--- src/rtl/muldiv_seq.sv ---
`default_nettype none
// ============================================================================
//  Module      : muldiv_seq
//  Description : Sequential multiply / divide unit with HI/LO result registers.
//                Signed and unsigned MULT/DIV are handled through a single
//                start / busy / done handshake.
//                  - Multiply: radix-2 shift-add, one multiplier bit per cycle,
//                    over a 2*WIDTH accumulator.
//                  - Divide  : restoring division, one quotient bit per cycle,
//                    with a WIDTH+1 bit partial remainder.
//                Both operate on operand magnitudes. The final sign correction
//                is applied in a single FIX cycle, which is also the only
//                cycle (apart from reset) in which hi/lo are written.
//
//  Optional    : MULDIV_EARLY_OUT_EN
//                When defined, a multiply leaves RUN as soon as the remaining
//                unshifted multiplier magnitude is zero. FIX then aligns the
//                accumulator by the number of skipped steps. Divide timing is
//                not affected. Consumers must always wait for done.
//
//  Parameters  : WIDTH  operand / result-half width in bits (>= 4)
//                CNT_W  iteration counter width (derived from WIDTH)
//
//  Ports       : clk       in   1      system clock, rising edge
//                rst       in   1      asynchronous reset, active-high
//                start     in   1      request, sampled only in IDLE
//                op        in   2      00 MULT, 01 MULTU, 10 DIV, 11 DIVU
//                a         in   WIDTH  multiplicand / dividend
//                b         in   WIDTH  multiplier / divisor
//                busy      out  1      operation in progress
//                done      out  1      one-cycle completion pulse
//                div_zero  out  1      last accepted DIV/DIVU had b == 0
//                hi        out  WIDTH  MULT: upper product half, DIV: remainder
//                lo        out  WIDTH  MULT: lower product half, DIV: quotient
//
//  Revision    : 1.0  initial release
// ============================================================================

module muldiv_seq #(
    parameter  int WIDTH = 32,
    localparam int CNT_W = $clog2(WIDTH + 1)
) (
    input  logic             clk,
    input  logic             rst,
    input  logic             start,
    input  logic [1:0]       op,
    input  logic [WIDTH-1:0] a,
    input  logic [WIDTH-1:0] b,
    output logic             busy,
    output logic             done,
    output logic             div_zero,
    output logic [WIDTH-1:0] hi,
    output logic [WIDTH-1:0] lo
);

    // ------------------------------------------------------------------------
    // State encoding
    // ------------------------------------------------------------------------
    localparam logic [1:0] c_ST_IDLE = 2'd0;
    localparam logic [1:0] c_ST_RUN  = 2'd1;
    localparam logic [1:0] c_ST_FIX  = 2'd2;

    // Counter value of the final RUN step.
    localparam logic [CNT_W-1:0] c_CNT_LAST = CNT_W'(WIDTH - 1);
`ifdef MULDIV_EARLY_OUT_EN
    localparam logic [CNT_W-1:0] c_CNT_FULL = CNT_W'(WIDTH);
`endif

    // ------------------------------------------------------------------------
    // Registers
    // ------------------------------------------------------------------------
    logic [1:0]         r_state;
    logic [1:0]         r_op;        // op[1]: divide, op[0]: unsigned
    logic [WIDTH-1:0]   r_mag_a;     // |multiplicand|
    logic [WIDTH-1:0]   r_mag_b;     // |multiplier| (shifts right) or |divisor|
    logic               r_neg_res;   // product / quotient must be negated
    logic               r_neg_rem;   // remainder must be negated
    logic               r_b_zero;    // accepted divide had a zero divisor
    logic [CNT_W-1:0]   r_cnt;       // RUN steps completed
    logic [2*WIDTH-1:0] r_acc;       // product; low half = dividend/quotient
    logic [WIDTH:0]     r_rem;       // restoring-division partial remainder
    logic               r_busy;
    logic               r_done;
    logic               r_div_zero;
    logic [WIDTH-1:0]   r_hi;
    logic [WIDTH-1:0]   r_lo;

    // ------------------------------------------------------------------------
    // Operand preparation (IDLE)
    // ------------------------------------------------------------------------
    logic             w_signed;
    logic             w_a_neg;
    logic             w_b_neg;
    logic [WIDTH-1:0] w_abs_a;
    logic [WIDTH-1:0] w_abs_b;
    logic             w_div_by_zero;

    assign w_signed      = ~op[0];
    assign w_a_neg       = w_signed & a[WIDTH-1];
    assign w_b_neg       = w_signed & b[WIDTH-1];
    // The magnitude of the most negative value is still representable as an
    // unsigned WIDTH-bit number, so the negation below needs no extra bit.
    assign w_abs_a       = w_a_neg ? -a : a;
    assign w_abs_b       = w_b_neg ? -b : b;
    assign w_div_by_zero = op[1] & (b == '0);

    // ------------------------------------------------------------------------
    // Multiply step: add the multiplicand into the upper half when the current
    // multiplier bit is set, then shift the whole accumulator right by one.
    // ------------------------------------------------------------------------
    logic [WIDTH-1:0] w_addend;
    logic [WIDTH:0]   w_msum;

    assign w_addend = r_mag_b[0] ? r_mag_a : '0;
    assign w_msum   = {1'b0, r_acc[2*WIDTH-1:WIDTH]} + {1'b0, w_addend};

    // ------------------------------------------------------------------------
    // Divide step: shift the next dividend bit into the partial remainder and
    // trial-subtract the divisor. The remainder is always below the divisor,
    // so the shifted value fits in WIDTH+1 bits and a borrow shows up as the
    // top bit of the WIDTH+2 bit difference.
    // ------------------------------------------------------------------------
    logic [WIDTH+1:0] w_trial;
    logic             w_qbit;
    logic [WIDTH:0]   w_rem_next;

    assign w_trial    = {r_rem, r_acc[WIDTH-1]} - {2'b00, r_mag_b};
    assign w_qbit     = ~w_trial[WIDTH+1];
    assign w_rem_next = w_qbit ? w_trial[WIDTH:0]
                               : {r_rem[WIDTH-1:0], r_acc[WIDTH-1]};

    // ------------------------------------------------------------------------
    // RUN exit condition and product alignment
    // ------------------------------------------------------------------------
    logic               w_run_last;
    logic [2*WIDTH-1:0] w_prod_mag;

`ifdef MULDIV_EARLY_OUT_EN
    // Leave as soon as no set multiplier bits remain beyond the one being
    // consumed this cycle. The skipped steps would only have shifted the
    // accumulator right, so FIX applies that shift in one go.
    assign w_run_last = (r_cnt == c_CNT_LAST) ||
                        (!r_op[1] && (r_mag_b[WIDTH-1:1] == '0));
    assign w_prod_mag = r_acc >> (c_CNT_FULL - r_cnt);
`else
    assign w_run_last = (r_cnt == c_CNT_LAST);
    assign w_prod_mag = r_acc;
`endif

    // ------------------------------------------------------------------------
    // Sign correction (FIX)
    // ------------------------------------------------------------------------
    logic [2*WIDTH-1:0] w_prod_fix;
    logic [WIDTH-1:0]   w_quo_fix;
    logic [WIDTH-1:0]   w_rem_fix;

    assign w_prod_fix = r_neg_res ? -w_prod_mag : w_prod_mag;
    // MIN / -1: |q| = 2^(WIDTH-1) with a positive sign, which reads back as
    // MIN without any special casing.
    assign w_quo_fix  = r_neg_res ? -r_acc[WIDTH-1:0] : r_acc[WIDTH-1:0];
    assign w_rem_fix  = r_neg_rem ? -r_rem[WIDTH-1:0] : r_rem[WIDTH-1:0];

    // ------------------------------------------------------------------------
    // Control FSM and datapath registers
    // ------------------------------------------------------------------------
    always_ff @(posedge clk or posedge rst) begin
        if (rst) begin
            r_state    <= c_ST_IDLE;
            r_op       <= '0;
            r_mag_a    <= '0;
            r_mag_b    <= '0;
            r_neg_res  <= 1'b0;
            r_neg_rem  <= 1'b0;
            r_b_zero   <= 1'b0;
            r_cnt      <= '0;
            r_acc      <= '0;
            r_rem      <= '0;
            r_busy     <= 1'b0;
            r_done     <= 1'b0;
            r_div_zero <= 1'b0;
            r_hi       <= '0;
            r_lo       <= '0;
        end else begin
            r_done <= 1'b0;

            case (r_state)
                c_ST_IDLE: begin
                    if (start) begin
                        r_op       <= op;
                        r_mag_a    <= w_abs_a;
                        r_mag_b    <= w_abs_b;
                        r_neg_res  <= w_a_neg ^ w_b_neg;
                        r_neg_rem  <= w_a_neg;
                        r_b_zero   <= w_div_by_zero;
                        r_cnt      <= '0;
                        r_rem      <= '0;
                        // Divide keeps the dividend in the low half; it is
                        // shifted out MSB-first while quotient bits shift in.
                        r_acc      <= op[1] ? {{WIDTH{1'b0}}, w_abs_a} : '0;
                        r_div_zero <= 1'b0;
                        r_busy     <= 1'b1;
                        // A zero divisor skips RUN; FIX only raises the flag.
                        r_state    <= w_div_by_zero ? c_ST_FIX : c_ST_RUN;
                    end
                end

                c_ST_RUN: begin
                    r_cnt <= r_cnt + CNT_W'(1);
                    if (r_op[1]) begin
                        r_rem              <= w_rem_next;
                        r_acc[WIDTH-1:0]   <= {r_acc[WIDTH-2:0], w_qbit};
                    end else begin
                        r_acc   <= {w_msum, r_acc[WIDTH-1:1]};
                        r_mag_b <= r_mag_b >> 1;
                    end
                    if (w_run_last) begin
                        r_state <= c_ST_FIX;
                    end
                end

                c_ST_FIX: begin
                    if (r_b_zero) begin
                        // hi/lo keep their previous contents.
                        r_div_zero <= 1'b1;
                    end else if (r_op[1]) begin
                        r_hi <= w_rem_fix;
                        r_lo <= w_quo_fix;
                    end else begin
                        r_hi <= w_prod_fix[2*WIDTH-1:WIDTH];
                        r_lo <= w_prod_fix[WIDTH-1:0];
                    end
                    r_done  <= 1'b1;
                    r_busy  <= 1'b0;
                    r_state <= c_ST_IDLE;
                end

                default: begin
                    r_busy  <= 1'b0;
                    r_state <= c_ST_IDLE;
                end
            endcase
        end
    end

    // ------------------------------------------------------------------------
    // Outputs
    // ------------------------------------------------------------------------
    assign busy     = r_busy;
    assign done     = r_done;
    assign div_zero = r_div_zero;
    assign hi       = r_hi;
    assign lo       = r_lo;

endmodule

`default_nettype wire

--- config.mk ---
export PLATFORM = sky130hd
export DESIGN_NAME = muldiv_seq
export DESIGN_NICKNAME = d
export VERILOG_FILES = /design/src/rtl/muldiv_seq.sv
export SDC_FILE = /design/constraint.sdc
export NUM_CORES = 1
export LEC_CHECK = 0
export CAP_MARGIN = 30
export CORE_AREA = 2 2 243 125
export DETAILED_ROUTE_END_ITERATION = 8
export DIE_AREA = 0 0 245 127
export PLACE_DENSITY = 0.86
export SYNTH_ARGS = -nofsm -noshare
export SYNTH_HDL_FRONTEND = slang
export SYNTH_SLANG_ARGS = --single-unit
--- constraint.sdc ---
create_clock -name clk -period 8.9 [get_ports clk]
set_clock_uncertainty 0.05 [all_clocks]
set_input_delay 0.89 -clock clk [delete_from_list [all_inputs] [get_ports clk]]
set_output_delay 0.89 -clock clk [all_outputs]
set_load 0.05 [all_outputs]
==> results of run 1 <==
cells by family (layout without fill, tap and decap cells):
kind of cell	count (synthesis)	in the layout	synth area share [%]
fa+ha+maj	71	71	5.243
mux	75	75	4.394
simple gates	658	658	18.26
flops	240	240	34.86
compound gates	650	650	23.42
buf+inv	188	268	4.314
xor+xnor	187	187	9.506
stage by stage:
step	utilization [%]	total power [mW]
global placement	65.24	6.852
floorplan	-	5.727
global route	67.94	8.662
CTS	67.91	8.011
detailed placement	65.45	7.005
finish	67.94	8.093
worst reg2reg max path, cell delays in order (launching register included):
cell and delay, ns:
sky130_fd_sc_hd__dfrtp_1 0.97, sky130_fd_sc_hd__ha_1 0.32, sky130_fd_sc_hd__nor2b_1 0.08, sky130_fd_sc_hd__o2111ai_1 0.32
sky130_fd_sc_hd__a2111oi_0 0.19, sky130_fd_sc_hd__or4_1 0.56, sky130_fd_sc_hd__a221oi_1 0.52, sky130_fd_sc_hd__o211ai_1 0.24
sky130_fd_sc_hd__o211ai_4 0.18, sky130_fd_sc_hd__buf_4 0.51, sky130_fd_sc_hd__mux2i_1 0.18, sky130_fd_sc_hd__a221oi_1 0.30
power by group through the flow:
stage	sequential (mW)	combinational [mW]	clock, mW
after floorplan	2.37	3.36	0
after global placement	2.17	4.68	0
after detailed placement	2.19	4.82	0
after CTS	2.18	4.87	0.968
after global routing	2.26	5.38	1.02
final	2.21	4.92	0.965
synth_stat cells (all sizes together) (30+ instances only):
| cell type | n | area share [%] |
|---|---|---|
| dfrtp | 240 | 35 |
| nand3 | 34 | 1.0 |
| nand2 | 311 | 6.8 |
| a21oi | 101 | 2.9 |
| o31ai | 36 | 1.6 |
| xor2 | 100 | 5.1 |
| ha | 69 | 5.0 |
| nor3 | 30 | 0.90 |
| xnor2 | 87 | 4.4 |
| o211ai | 40 | 1.8 |
| inv | 69 | 1.5 |
| and2 | 38 | 1.4 |
| mux2i | 73 | 4.2 |
| a21o | 41 | 1.8 |
| o21ai | 281 | 8.2 |
| nor2 | 98 | 2.1 |
| clkbuf | 109 | 2.4 |
state kept, by name, summed over array words and instances (netlist names):
register	flops
r_mag_b	32
lo	32
r_neg_res	1
r_op	1
busy	1
r_neg_rem	1
r_b_zero	1
hi	32
r_mag_a	32
r_acc	64
done	1
r_rem	33
r_state	2
r_cnt	6
div_zero	1
metal layers:
metal,vias up,share of wire (%),track usage (%)
li1,7526,-,-
met1,7673,42,41.10
met5,-,0,0
met4,0,3.2,10.26
met2,632,47,50.71
met3,124,7.9,5.756
cell type report:
class	count	area, µm²	area share (%)
well taps	391	489.2	2.501
clock buffers	35	660.6	3.377
inverters	69	266.5	1.362
flip-flops and latches	240	6011	30.73
clock inverters	4	47.55	0.2431
repair buffers	160	1577	8.059
multi-input cells	1641	10510	53.73
worst paths after layout:
path                                           end                    from  depth (start not counted)
setup / recovery              r_acc[0]$_DFFE_PP0P_  r_mag_b[0]$_DFFE_PP0P_                         11
hold / removal                  lo[10]$_DFFE_PP0P_      lo[10]$_DFFE_PP0P_                          2
setup reg to reg              r_acc[0]$_DFFE_PP0P_  r_mag_b[0]$_DFFE_PP0P_                         11
hold reg to reg                 lo[10]$_DFFE_PP0P_      lo[10]$_DFFE_PP0P_                          2
max in group asynchronous  r_mag_b[12]$_DFFE_PP0P_                     rst                          4
min in group asynchronous        lo[2]$_DFFE_PP0P_                     rst                          2
==> implementation parameters, run 1 <==
Parameter                              Value

Cells and area
  Most common cell after layout, fill and taps aside ... sky130_fd_sc_hd__nand2_1
  Final Instance Area ... 19,560 µm²
  Ant. Diodes ... 0
  P&R area growth vs syn ... 13.54%
  Fraction of layout instances using a drive strength above 1 ... 4.188%
  Top library cells by usage in the layout, fill and taps aside ... sky130_fd_sc_hd__nand2_1 (310), sky130_fd_sc_hd__o21ai_0 (278), sky130_fd_sc_hd__dfrtp_1 (238), sky130_fd_sc_hd__clkdlybuf4s50_1 (135), sky130_fd_sc_hd__a21oi_1 (101)
  Number of non-filler instances in the completed layout ... ~2,500
  Filler cells ... approximately 2,300
  Number of nets in the finished design ... 2,275

Worst setup path
  Kind of start point of the critical path ... flip-flop
  Endpoint class of the critical path ... flip-flop
  R2R Setup Slk ... 4.37 ns
  CP Buf/Inv Count ... 1
  Crit-path cells ... ha_1 > nor2b_1 > o2111ai_1 > a2111oi_0 > or4_1 > a221oi_1 > o211ai_1 > o211ai_4 > buf_4 > mux2i_1 > a221oi_1
  Slowest library cell on the worst path ... sky130_fd_sc_hd__dfrtp_1
  Highest net fanout along the worst path ... 34
  Crit-path most repeated cell ... sky130_fd_sc_hd__a221oi_1
  Required arrival time at the worst endpoint ... 9.27 ns
  Family with the most delay on the worst path ... compound AO/OA/AOI/OAI gates
  Worst EP arrival ... 4.90 ns
  Highest cell delay on the worst timing path ... just under 1 ns
  Worst Path Class, Setup ... reg2reg

Global routing
  Global-route wire length before repair ... around 78,000 µm
  Number of antenna violations at the first check in global routing ... 0
  Global routing usage summed across all routing layers ... 30.74%
  Global route total overflow ... 0
  Largest net degree at the start of global routing ... 113
  Via count of the first global-routing pass ... 15,140

Synth
  Count of flip-flops with a built-in enable after synthesis ... 0
  Number of nets produced by synthesis ... around 2,200
  Sequential share of the synthesized area ... 34.86%
  Synth Instances ... 2,069
  Top_reg_cell synth ... sky130_fd_sc_hd__dfrtp_1
  Yosys warning total ... 0
  Unique cell type count in the Yosys netlist ... 75
  Post-synth ARST share ... 100.0%
  Synthesized area per cell ... between 8 and 9 µm²
  Seq cells post-synth ... 240
  Cell area after synthesis ... between 15,000 and 20,000 µm²

STA
  Hold slack ... 0.4257 ns
  Period minus WS final ... 4.531 ns
  PnR worst setup slack ... 4.369 ns
  Summed negative setup slack over all endpoints ... 0 ns
  Max Slew Vio Count ... 0
  Hold Fails Final Rpt ... 0
  Ratio of final minimum period to clock period ... 50.91%
  Slew at the pin with the worst max-slew slack ... roughly 1.1 ns
  Max Fclk ... 220.7 MHz
  Setup repair after global routing missed its margin ... no
  Relative slew margins ... a little under a quarter
  Setup Viol. Count Final ... 0

Power
  Areal power density over the cells ... 413.7 nW/µm²
  Share of total power in combinational logic ... around three fifths
  Clock network fraction of design power ... between 10% and 20%
  Static Leak ... 8.481 nW
  Sequential Power Share ... 27.3%
  Switching power ... between 4 and 5 mW
  Internal portion of total power ... 4.035 mW
  Max VDD drop ... 224.7 µV
  Switching Share ... 50.14%

Die
  Chip Height ... 127 µm
  Initial core utilization ... 59.84%
  Cell Rows ... 44
  Total core area ... 28,790 µm²
  Horiz. Die Dim ... 245 µm
  Ports ... 136
  Floorplan die area ... 31,120 µm²

Detailed routing
  Via density ... 6.281
  Count of unresolved DRC violations after routing ... 0
  Detailed Route WL ... between 40,000 and 50,000 µm
  Number of nets with antenna violations after detailed routing ... 0
  Routed via count ... approximately 16,000
  DRC marker count from the first detailed-route iteration ... approximately 1,800
  DR pass1 iterations ... 6
  Post-DR wirelength/cell ... roughly 19 µm

Clock tree
  Clk Latency, worst-skew pair ... 0.53 ns
  Root buffer selected by CTS ... sky130_fd_sc_hd__clkbuf_16
  Clock slew seen by the registers of the worst setup and hold paths ... 0.06 ns
  Level count of the clock H-tree ... 1
  Inserted Clock Buffers ... 23
  Number of hold buffers added after cts ... 0
  CTS Buffer Depth ... 3
  Clock sinks ... 240
  Clock tree from TritonCTS ... built
  Number of post-CTS setup repair buffers ... 0
  # resized after CTS ... 0

Place
  Post-place instance area ... around 19,000 µm²
  Placed cell count ... approximately 2,500
  Detailed-placement wirelength estimate ... 34,720 µm
  Final weighted congestion of routability-driven global placement ... 0.9243
  Buffers on Ports ... between 100 and 150
  Worst-case setup slack after placement ... 4.524 ns

Run
  Total of max-cap violations ... 0

Run status
  Outcome ... finished, final reports clean

Min path
  Class of the tightest hold or removal check ... reg2reg
Power figures use the tool's default switching activity.
==> inputs of run 2 (changes only) <==
- CORE_AREA: 2 2 243 125 -> 2 2 256 132
- DIE_AREA: 0 0 245 127 -> 0 0 258 134
- PLACE_DENSITY: 0.86 -> 0.82
- clock period: 8.9 -> 3.8 ns (I/O delays scaled with it)
==> implementation parameters, run 2 (synthesis gave the netlist of run 1 again) <==
Parameter                              Value

STA
  Setup Viol. Count Final ... 0
  Relative slew margins ... 36.91%
  Max Fclk ... 272.0 MHz
  Period minus WS final ... about 3.7 ns
  PnR worst setup slack ... between 0.1 and 0.15 ns
  Hold Fails Final Rpt ... 0
  Slew at the pin with the worst max-slew slack ... roughly 0.95 ns
  Ratio of final minimum period to clock period ... 96.74%
  Max Slew Vio Count ... 0

Cells and area
  P&R area growth vs syn ... 18.10%
  Ant. Diodes ... 0
  Most common cell after layout, fill and taps aside ... sky130_fd_sc_hd__nand2_1
  Filler cells ... approximately 2,700
  Final Instance Area ... 20,350 µm²
  Largest Register ... r_acc
  Number of nets in the finished design ... 2,349
  Largest registers ... r_acc: 64 flops, r_rem: 33 flops
  Top library cells by usage in the layout, fill and taps aside ... sky130_fd_sc_hd__nand2_1 (310), sky130_fd_sc_hd__o21ai_0 (276), sky130_fd_sc_hd__dfrtp_1 (238), sky130_fd_sc_hd__clkdlybuf4s50_1 (135), sky130_fd_sc_hd__xor2_1 (100)
  Fraction of layout instances using a drive strength above 1 ... under 10%
  Flip-flop count of the largest register after layout ... 64

Run
  Total of max-cap violations ... 0

Worst setup path
  Family with the most delay on the worst path ... compound AO/OA/AOI/OAI gates
  CP Buf/Inv Count ... 3
  Highest cell delay on the worst timing path ... a little over 0.4 ns
  Required arrival time at the worst endpoint ... 4.19 ns
  Kind of start point of the critical path ... flip-flop
  Critical register-to-register path endpoint ... r_acc[59]$_DFFE_PP0P_
  Worst EP arrival ... 4.06 ns
  R2R Setup Slk ... 0.12 ns
  Count of cells along the worst register-to-register path ... 14
  Crit-path cells ... buf_12 > and2_2 > ha_1 > a21oi_1 > o21ai_0 > o21ba_2 > a211oi_1 > buf_4 > a21oi_1 > a2111oi_4 > buf_4 > o21ai_0 > and4_1 > or3_1
  Endpoint class of the critical path ... flip-flop
  Reg-to-Reg Start ... r_mag_b[0]$_DFFE_PP0P_
  Slowest library cell on the worst path ... sky130_fd_sc_hd__dfrtp_1
  Highest net fanout along the worst path ... 33
  Worst Path Class, Setup ... reg2reg

Detailed routing
  Detailed Route WL ... approximately 58,000 µm
  DR pass1 iterations ... 6
  Number of nets with antenna violations after detailed routing ... 0
  Via density ... approximately 6.3
  Post-DR wirelength/cell ... between 20 and 25 µm
  Routed via count ... ~17,000
  Count of unresolved DRC violations after routing ... 0
  DRC marker count from the first detailed-route iteration ... roughly 2,600

Die
  Horiz. Die Dim ... between 200 and 300 µm
  Chip Height ... between 100 and 150 µm
  Total core area ... 32,400 µm²
  Floorplan die area ... approximately 35,000 µm²
  Ports ... 136
  Cell Rows ... 47
  Initial core utilization ... 53.17%

Global routing
  Largest net degree at the start of global routing ... 90
  Via count of the first global-routing pass ... 15,390
  Global routing usage summed across all routing layers ... 33.02%
  Global-route wire length before repair ... 89,530 µm
  Number of antenna violations at the first check in global routing ... 0
  Global route total overflow ... 0

Clock tree
  CTS Buffer Depth ... 3
  Level count of the clock H-tree ... 1
  Clk Latency, worst-skew pair ... 0.56 ns
  Clock slew seen by the registers of the worst setup and hold paths ... 0.07 ns
  Number of hold buffers added after cts ... 0
  Root buffer selected by CTS ... sky130_fd_sc_hd__clkbuf_16
  Clock sinks ... 240
  Inserted Clock Buffers ... 24
  Clock tree from TritonCTS ... built

Place
  Buffers on Ports ... roughly 140
  Detailed-placement wirelength estimate ... roughly 44,000 µm
  Worst-case setup slack after placement ... -0.06043 ns
  Post-place instance area ... approximately 19,000 µm²
  Final weighted congestion of routability-driven global placement ... 0.9837

Min path
  Class of the tightest hold or removal check ... in2async

Power
  Static Leak ... 8.898 nW
  Max VDD drop ... 587.2 µV
  Areal power density over the cells ... approximately 1000 nW/µm²
  Overall power after layout ... 20.54 mW

Run status
  Outcome ... finished, final reports clean
## run 2: worst max path at each step
stage / from / to / depth (start not counted) / slack (ns)
floorplan: rst / busy$_DFFE_PP0P_ / 1 / 0.22
global placement: r_mag_b[0]$_DFFE_PP0P_ / r_acc[59]$_DFFE_PP0P_ / 14 / -0.04
detailed placement: r_mag_b[0]$_DFFE_PP0P_ / r_acc[59]$_DFFE_PP0P_ / 14 / -0.06
CTS: r_mag_b[12]$_DFFE_PP0P_ / r_rem[18]$_DFFE_PP0P_ / 13 / 0.02
global route: r_mag_b[14]$_DFFE_PP0P_ / r_rem[18]$_DFFE_PP0P_ / 13 / -0.005
finish: r_mag_b[0]$_DFFE_PP0P_ / r_acc[59]$_DFFE_PP0P_ / 14 / 0.12
## run 2: report_power, final
part           switching [mW]  leakage (nW)  internal (mW)  total [mW]
Combinational            8.03          5.46           5.02        13.1
Clock                    1.12         0.388           1.39        2.51
Sequential               1.30          3.05           3.68        4.98
Total                    10.5          8.90           10.1        20.5
## run 2: area by class of cell
type	instances	area [µm²]	area share, %
Sequential cell	240	6011	29.54
Multi-Input combinational cell	1641	10570	51.93
Clock buffer	31	666.9	3.277
Tap cell	441	551.8	2.712
Timing Repair Buffer	233	2157	10.60
Clock inverter	11	132.6	0.6518
Inverter	69	262.8	1.291
## run 2: metrics by stage
step / setup TNS (ns) / instances / hold slack (ns) / utilization (%)
after detailed placement: -0.2470 / 2622 / 0.4123 / 60.11
final: 0 / 2666 / 0.2990 / 62.80
after CTS: 0 / 2664 / 0.3004 / 62.60
after global placement: -0.04478 / 2621 / 0.4002 / 60.02
after global routing: -0.009482 / 2666 / 0.3500 / 62.80
after floorplan: 0 / 2069 / 0.3918 / -
## run 2: repair_timing
| action | in CTS | in global routing |
|---|---|---|
| pin swaps | 0 | 2 |
| setup buffers | 0 | 2 |
| gates cloned | 0 | 0 |
| resized for setup | 3 | 10 |
| setup endpoints to repair | 31 | 37 |
## run 2: metal layers
metal	GRT usage, %	up-vias	wire length, µm
met5	0	-	0
met4	4.239	0	698
met3	13.70	64	9154
met1	53.38	8028	26980
met2	40.14	1032	20690
li1	-	7678	-
